<file path="config.mk">
export PLATFORM = sky130hd
export DESIGN_NAME = counter_3_2_7_3
export DESIGN_NICKNAME = d
export VERILOG_FILES = /design/src/rtl/counter_3_2_7_3.sv
export SDC_FILE = /design/constraint.sdc
export NUM_CORES = 1
export LEC_CHECK = 0
export ABC_AREA = 1
export CORE_AREA = 5 5 42 44
export CTS_CLUSTER_DIAMETER = 120
export DETAILED_ROUTE_END_ITERATION = 10
export DIE_AREA = 0 0 47 49
export HOLD_SLACK_MARGIN = 0.1
export RECOVER_POWER = 100
export SLEW_MARGIN = 15
export SYNTH_ARGS = -nofsm -noshare
export SYNTH_HDL_FRONTEND = slang
export SYNTH_HIERARCHICAL = 1
export SYNTH_SLANG_ARGS = --single-unit
export TNS_END_PERCENT = 5
</file>
<file path="constraint.sdc">
create_clock -name clk -period 8.9 [get_ports clk]
set_input_delay 2.225 -clock clk [delete_from_list [all_inputs] [get_ports clk]]
set_output_delay 2.225 -clock clk [all_outputs]
set_load 0.005 [all_outputs]
</file>
<file path="src/rtl/counter_3_2_7_3.sv">
// rtl/counter_3_2_7_3.sv - 3:2 and 7:3 bit-count compressors with registered copies

module fa_3_2 (
    input  logic a,
    input  logic b,
    input  logic c,
    output logic sum,
    output logic carry
);

    assign sum   = a ^ b ^ c;
    assign carry = (a & b) | (a & c) | (b & c);

endmodule

module counter_3_2_7_3 (
    input  logic       clk,
    input  logic       rst_n,
    input  logic [2:0] in3,
    output logic [1:0] out3,
    output logic [1:0] out3_q,
    input  logic [6:0] in7,
    output logic [2:0] out7,
    output logic [2:0] out7_q
);

    logic s1, c1, s2, c2, c3;

    fa_3_2 u_fa_3 (
        .a     (in3[0]),
        .b     (in3[1]),
        .c     (in3[2]),
        .sum   (out3[0]),
        .carry (out3[1])
    );

    // 7:3 tree: two leaf cells, one cell merging the weight-1 sums with in7[6],
    // and one cell summing the three weight-2 carries.
    fa_3_2 u_fa_7_1 (
        .a     (in7[0]),
        .b     (in7[1]),
        .c     (in7[2]),
        .sum   (s1),
        .carry (c1)
    );

    fa_3_2 u_fa_7_2 (
        .a     (in7[3]),
        .b     (in7[4]),
        .c     (in7[5]),
        .sum   (s2),
        .carry (c2)
    );

    fa_3_2 u_fa_7_3 (
        .a     (s1),
        .b     (s2),
        .c     (in7[6]),
        .sum   (out7[0]),
        .carry (c3)
    );

    fa_3_2 u_fa_7_4 (
        .a     (c1),
        .b     (c2),
        .c     (c3),
        .sum   (out7[1]),
        .carry (out7[2])
    );

    always_ff @(posedge clk or negedge rst_n) begin
        if (!rst_n) begin
            out3_q <= 2'b00;
            out7_q <= 3'b000;
        end else begin
            out3_q <= out3;
            out7_q <= out7;
        end
    end

endmodule

</file>
# --- After elaboration in Yosys (flattened, before gate mapping) ---
# Cells that the tools add are included.
classes:
  n_bitwise: 35
op_table:
  columns: ["op", "count"]
  rows:
  - ["bitwise AND 1 bit", 15]
  - ["OR 1 bit", 10]
  - ["bitwise XOR 1 bit", 10]
totals:
  word_cells: 37
  inputBits: 12
  ff_bits: 5
  output_inout_bits: 10

# --- Longest topological paths before layout ---
# Gate-level depths: netlist (run 1).
depth:
  word_depth: 8
  mapped_depth: 3
  depth_no_buf: 3

# --- Cells and area by module ---
# Netlist (run 1), hierarchy kept.
modules_own_cells:
  columns: ["mod", "seq_area_each_um2", "instances", "cells_each", "area_per_inst_um2"]
  rows:
  - ["counter_3_2_7_3", 125.1, 1, 5, 125.1]
  - ["fa_3_2", 0.0, 5, 1, 20.0]

# --- Least setup slack after synthesis (run 1) ---
# Ideal clock, no wire load.
synth_timing:
  path_kind: "input to output"
  start: "in in7[0]"
  end: "out out7[1]"
  arrival_ns: 3.668
  setup_slack_ns: 3.007
  path_stages: 3
  required_ns: 6.675
  n_path_buf: 0
  path_cell_list: "fa_1 -> fa_1 -> fa_1"
synth_between:
  elab_chain_len: 6
  elab_cells_between_ends: 12
  cone_classes: "bitwise: 12"
synth_rtl:
  columns: ["item", "line", "rtl"]
  rows:
  - ["start, declared", "22", "input logic [6:0] in7,"]
  - ["bitwise XOR 1 bit * (2 in a row)", "11", "assign sum = a ^ b ^ c;"]
  - ["bitwise AND 1 bit", "12", "assign carry = (a & b) | (a & c) | (b & c);"]
  - ["OR 1 bit * (2 in a row)", "12", null]
  - ["net c3", "27", "logic s1, c1, s2, c2, c3;"]
  - ["bitwise XOR 1 bit *", "11", null]
  - ["end, declared", "23", "output logic [2:0] out7,"]
# Mark *: on every way through the listed nets, which the timed path passes. The rest lies on a longest branch.

# --- Final worst setup path (run 1) ---
layout_timing:
  start: "in in7[0]"
  end: "out out7[1]"
layout_between:
  elab_chain_len: 6
  elab_cells_between_ends: 12
  cone_classes: "bitwise: 12"
layout_rtl:
  columns: ["item", "line"]
  rows:
  - ["bitwise XOR 1 bit * (2 in a row)", "11"]
  - ["net s1", "27"]
  - ["bitwise AND 1 bit", "12"]
  - ["OR 1 bit * (2 in a row)", "12"]
  - ["net c3", "27"]
  - ["bitwise XOR 1 bit *", "11"]
# Marks and branches as above.

==> metrics.txt, run 1 <==
logic gate share of total power=0.365; CTS tree=yes; yosys warns=6; Synth Area per Inst=22.5 um^2; first-pass GRT wire length=1010 um; CP Data Arrival Time=4.84 ns; Cells after Synth=10; Ant. Diodes=0; port bufs=21; post-CTS sizing=0; PwrDens=approximately 180 nW/um^2; Clock Tree Buf Depth=2; Hold Buf Count CTS=0; total number of vias=~180; number of max-cap violations=0; vias in the first global route=251; Root Buffer=clkbuf_4; period utilization=0.794; M1 GR Usage=0.0665; Max VDD drop=0.0000512 V; die height=~50 um; Tightest Pin Transition=~0.22 ns; Reg clk slew, reported paths=approximately 0.040 ns; status=finished clean; CTS Sinks=5; wire length per cell=approximately 12 um; final setup violating endpoints=0; commonest non-fill, non-tap cell in the layout=dlygate4sd3_1; IO Pins=22; startpoint class of the critical path=input port; crit end category=output port; nets=53; Fin Setup TNS=0 ns; drt drc=0; area grow syn2layout=114%; synth unique cells=2; min Tclk post-route=7.07 ns; Critical Path RT=between 6 and 7 ns; Pint=approximately 65 uW; Max Clk Rate=between 100 and 150 MHz; switching share of power=0.238; WL final=just over 600 um; Leakage Power=between 0.00015 and 0.0002 uW; Post-CTS Setup Bufs=0; worst hold path type=in2async; FILL cells=146; initial antenna violation count=0; Synth Net Count=27; worst setup path class=in2out; H-tree level count=1; sequential power share=0.336; CTS Buf Count=3; Synth Register Bits=5; Die W=47 um; Initial Utilization=0.161; Core Area=between 1000 and 1500 um^2; Hold Violations, Final=0; Antenna Nets Post-Route=0; clock power share=0.298; Sw Pwr=about 20 uW; overall routing resource usage=0.0692; # rows=14; setup ws final=~1.8 ns; peak fanout along the critical path=2; DRT iter0 DRCs=0; gr ovfl total=0; Final GP Congestion=about 0.69; GR Util met2=0.0882; vias per cell=3.61; First-pass DRT Iterations=1; most frequent cells in the layout=dlygate4sd3_1 (13), clkdlybuf4s50_1 (8), dfrtp_1 (5), fa_1 (5), clkbuf_4 (3); Rel. slew slack=0.853; post-synthesis cell area=between 200 and 250 um^2; worst slack, placed=between 2 and 2.5 ns; met3 Track Usage GR=0.0517; sequential share of the synthesized area=0.556; largest net degree at the start of global routing=6; layout cell share with drive strength beyond 1=0.0857; max-slew violations=0; GRT busiest layer=met2; Die ar.=about 2300 um^2; unrepaired setup endpoints after global routing=no
-- worst max-delay path, cell delays in order --
cell and delay (ns):
dlygate4sd3_1 0.56, fa_1 0.51, fa_1 0.45, fa_1 0.51, dlygate4sd3_1 0.58
-- cells in the mapped netlist --
cell type | n | area [um^2]
dfrtp_1 | 5 | 125
fa_1 | 5 | 100
-- sequential cells by signal (all words and copies together) (netlist names) --
signal,flops
out7_q,3
out3_q,2
-- logic make-up (layout without fill, tap and decap cells) --
| family | after synthesis | count (layout) | synth area share |
|---|---|---|---|
| adders and majority gates | 5 | 5 | 0.444 |
| DFF | 5 | 5 | 0.556 |
| buffers and inverters | 0 | 25 | 0 |
-- power groups by stage --
stage	Combinational (uW)	Sequential [uW]	Clock, uW
finish	31.2	28.7	25.4
global placement	35.4	29.2	0
floorplan	8.06	30.0	0
CTS	36.6	29.0	27.2
detailed placement	36.4	29.3	0
global route	35.4	29.2	27.0
-- layer usage --
layer / vias to the layer above / share of wire / wire (um)
met5: - / 0 / 0
met4: 0 / 0 / 0
met3: 0 / 0.24 / 148
met2: 22 / 0.43 / 262
met1: 83 / 0.33 / 203
li1: 79 / - / -
-- metrics by stage --
stage          power, uW  instances   util  area [um^2]  hold WS, ns
2_1_floorplan       38.1         10      -          225         1.93
6_report            85.3         51  0.344          482         2.27
3_5_place_dp        65.7         47  0.325          455         2.45
3_3_place_gp        64.6         47  0.325          455         2.46
4_1_cts             92.8         51  0.344          482         2.19
5_1_grt             91.5         51  0.344          482         2.30
-- cell type report --
cell class,instances,area [um^2],share of cell area
clock buffer,4,26.3,0.0545
multi-input combinational,5,100,0.208
sequential,5,125,0.260
tap,16,20.0,0.0416
timing repair buffer,21,210,0.436
-- worst max-delay path by stage --
| stage | start | to | depth (start not counted) |
|---|---|---|---|
| global route | in7[0] | out7[1] | 5 |
| finish | in7[0] | out7[1] | 5 |
| global placement | in7[0] | out7[1] | 5 |
| detailed placement | in7[0] | out7[1] | 5 |
| floorplan | in7[0] | out7[1] | 3 |
| CTS | in7[0] | out7[1] | 5 |
No activity file was read; power rests on OpenSTA's default activity.
==> run 2, diff against run 1 <==
==> constraint.sdc (replaced) <==
create_clock -name clk -period 5.8 [get_ports clk]
set_input_delay 1.45 -clock clk [delete_from_list [all_inputs] [get_ports clk]]
set_output_delay 1.45 -clock clk [all_outputs]
set_load 0.005 [all_outputs]
==> metrics.txt, run 2 (synthesis results as in run 1) <==
CP Launch Point=in7[0] (unchanged); First-pass DRT Iterations=1 (unchanged); CTS Sinks=5 (unchanged); Die W=47 um (unchanged); H-tree level count=1 (unchanged); worst slack, placed=0.453 ns (was 2.00 ns); Reg area=125 um^2 (unchanged); post-CTS sizing=0 (unchanged); CTS Buf Count=3 (unchanged); Max VDD drop=0.0000926 V (was 0.0000512 V); PwrDens=273 nW/um^2 (was 177 nW/um^2); Fin Setup TNS=0 ns (unchanged); Ant. Diodes=0 (unchanged); worst setup path class=in2out (unchanged); Hold Worst Slack=1.49 ns (was 2.27 ns); Tightest Pin Transition=0.216 ns (was 0.220 ns); Root Buffer=clkbuf_4 (unchanged); Core Area=1400 um^2 (unchanged); die height=49 um (unchanged); wire length per cell=12.4 um (was 12.0 um); Hold Buf Count CTS=0 (unchanged); final setup violating endpoints=0 (unchanged); FILL cells=152 (was 146); CP max stage cell=dlygate4sd3_1 (unchanged); biggest regs=out7_q (3), out3_q (2) (unchanged); most frequent cells in the layout=dlygate4sd3_1 (13), clkdlybuf4s50_1 (8), dfrtp_1 (5), fa_1 (5), clkbuf_4 (3) (unchanged); Leakage Power=0.000195 uW (unchanged); Rel. slew slack=0.856 (was 0.853); first-pass GRT wire length=952 um (was 1010 um); commonest non-fill, non-tap cell in the layout=dlygate4sd3_1 (unchanged); Reg clk slew, reported paths=0.04 ns (about the same); worst hold path type=in2async (unchanged); area grow syn2layout=114% (unchanged); setup ws final=0.278 ns (was 1.83 ns); largest net degree at the start of global routing=6 (unchanged); Max Clk Rate=181 MHz; nets=53 (unchanged); startpoint class of the critical path=input port (unchanged); Antenna Nets Post-Route=0 (unchanged); max FFs per register=3 (unchanged); Die ar.=2300 um^2 (unchanged); vias in the first global route=260 (was 251); fin util=0.344 (unchanged); status=finished clean (unchanged); CP Data Arrival Time=4.07 ns (was 4.84 ns); vias per cell=3.71 (was 3.61); max-slew violations=0 (unchanged); overall routing resource usage=0.0649 (was 0.0692); period utilization=0.952; unrepaired setup endpoints after global routing=no (unchanged); min Tclk post-route=5.52 ns; layout cell share with drive strength beyond 1=0.0857 (unchanged); Largest Register=out7_q (unchanged); # rows=14 (unchanged); Hold Violations, Final=0 (unchanged); peak fanout along the critical path=2 (unchanged); Multi-input gate area=100 um^2 (unchanged); Critical Path End=out7[1] (unchanged); Critical Path RT=4.35 ns (was 6.68 ns); total number of vias=189 (was 184); CTS tree=yes (unchanged); crit end category=output port (unchanged); most frequent CP cell=fa_1 (unchanged); initial antenna violation count=0 (unchanged); DRT iter0 DRCs=0 (unchanged); port bufs=21 (unchanged); number of max-cap violations=0 (unchanged); Post-CTS Setup Bufs=0 (unchanged); Initial Utilization=0.161 (unchanged); drt drc=0 (unchanged); Final GP Congestion=0.688 (unchanged); Clock Tree Buf Depth=2 (unchanged); IO Pins=22 (unchanged); WL final=631 um (was 613 um); total power=131 uW (was 85.3 uW); worst path cell trace=dlygate4sd3_1 -> fa_1 -> fa_1 -> fa_1 -> dlygate4sd3_1 (unchanged); crit-path max cell delay=0.58 ns (about the same); gr ovfl total=0 (unchanged)
## run 2: cell counts in the layout (fill, tap and decap cells not counted)
Identical to the previous run, type by type.
## run 2: power by group
part / total, uW / internal [uW] / leakage, uW / switching, uW
Clock: 38.9 / 25.9 / 0.0000150 / 13.0
Combinational: 48.6 / 31.6 / 0.000122 / 17.0
Sequential: 43.8 / 42.4 / 0.0000583 / 1.43
## run 2: worst min-delay path by stage
| stage | cells past startpoint | slack [ns] | endpoint |
|---|---|---|---|
| 2_1_floorplan | 0 | 1.15 | out3_q[0]$_DFF_PN0_ |
| 6_report | 1 | 1.49 | out3_q[0]$_DFF_PN0_ |
| 4_1_cts | 1 | 1.42 | out3_q[0]$_DFF_PN0_ |
| 3_5_place_dp | 1 | 1.68 | out3_q[0]$_DFF_PN0_ |
| 5_1_grt | 1 | 1.51 | out3_q[0]$_DFF_PN0_ |
| 3_3_place_gp | 1 | 1.68 | out3_q[0]$_DFF_PN0_ |
## run 2: final cells by class
cell class | instances | share of cell area
Tap cell | 16 | 0.0416
Sequential cell | 5 | 0.260
Multi-Input combinational cell | 5 | 0.208
Clock buffer | 4 | 0.0545
Timing Repair Buffer | 21 | 0.436
## run 2: metrics by stage
| step | instances | instance area (um^2) |
|---|---|---|
| after detailed placement | 47 | 455 |
| final | 51 | 482 |
| after CTS | 51 | 482 |
| after global placement | 47 | 455 |
| after global routing | 51 | 482 |
| after floorplan | 10 | 225 |
## run 2: critical path, delay by kind of cell
| family | cells | cell delay (ns) |
|---|---|---|
| adders and majority gates | 3 | 1.49 |
| buffers and inverters | 2 | 1.14 |
## run 2: routing by layer
metal	wire length [um]	global-route usage	share of wire	vias to the layer above
li1	-	-	-	79
met1	218	0.0571	0.35	88
met2	282	0.0973	0.45	22
met3	131	0.0406	0.21	0
met4	0	0.0553	0	0
met5	0	0	0	-
==> run 3, diff against run 2 <==
--- a/config.mk
+++ b/config.mk
@@ -6,6 +6,7 @@
 export NUM_CORES = 1
 export LEC_CHECK = 0
 export ABC_AREA = 1
+export CAP_MARGIN = 15
 export CORE_AREA = 5 5 42 44
 export CTS_CLUSTER_DIAMETER = 120
 export DETAILED_ROUTE_END_ITERATION = 10
==> results of run 3 <==
Same layout as run 2: the final DEF is identical, and so are final timing and power.
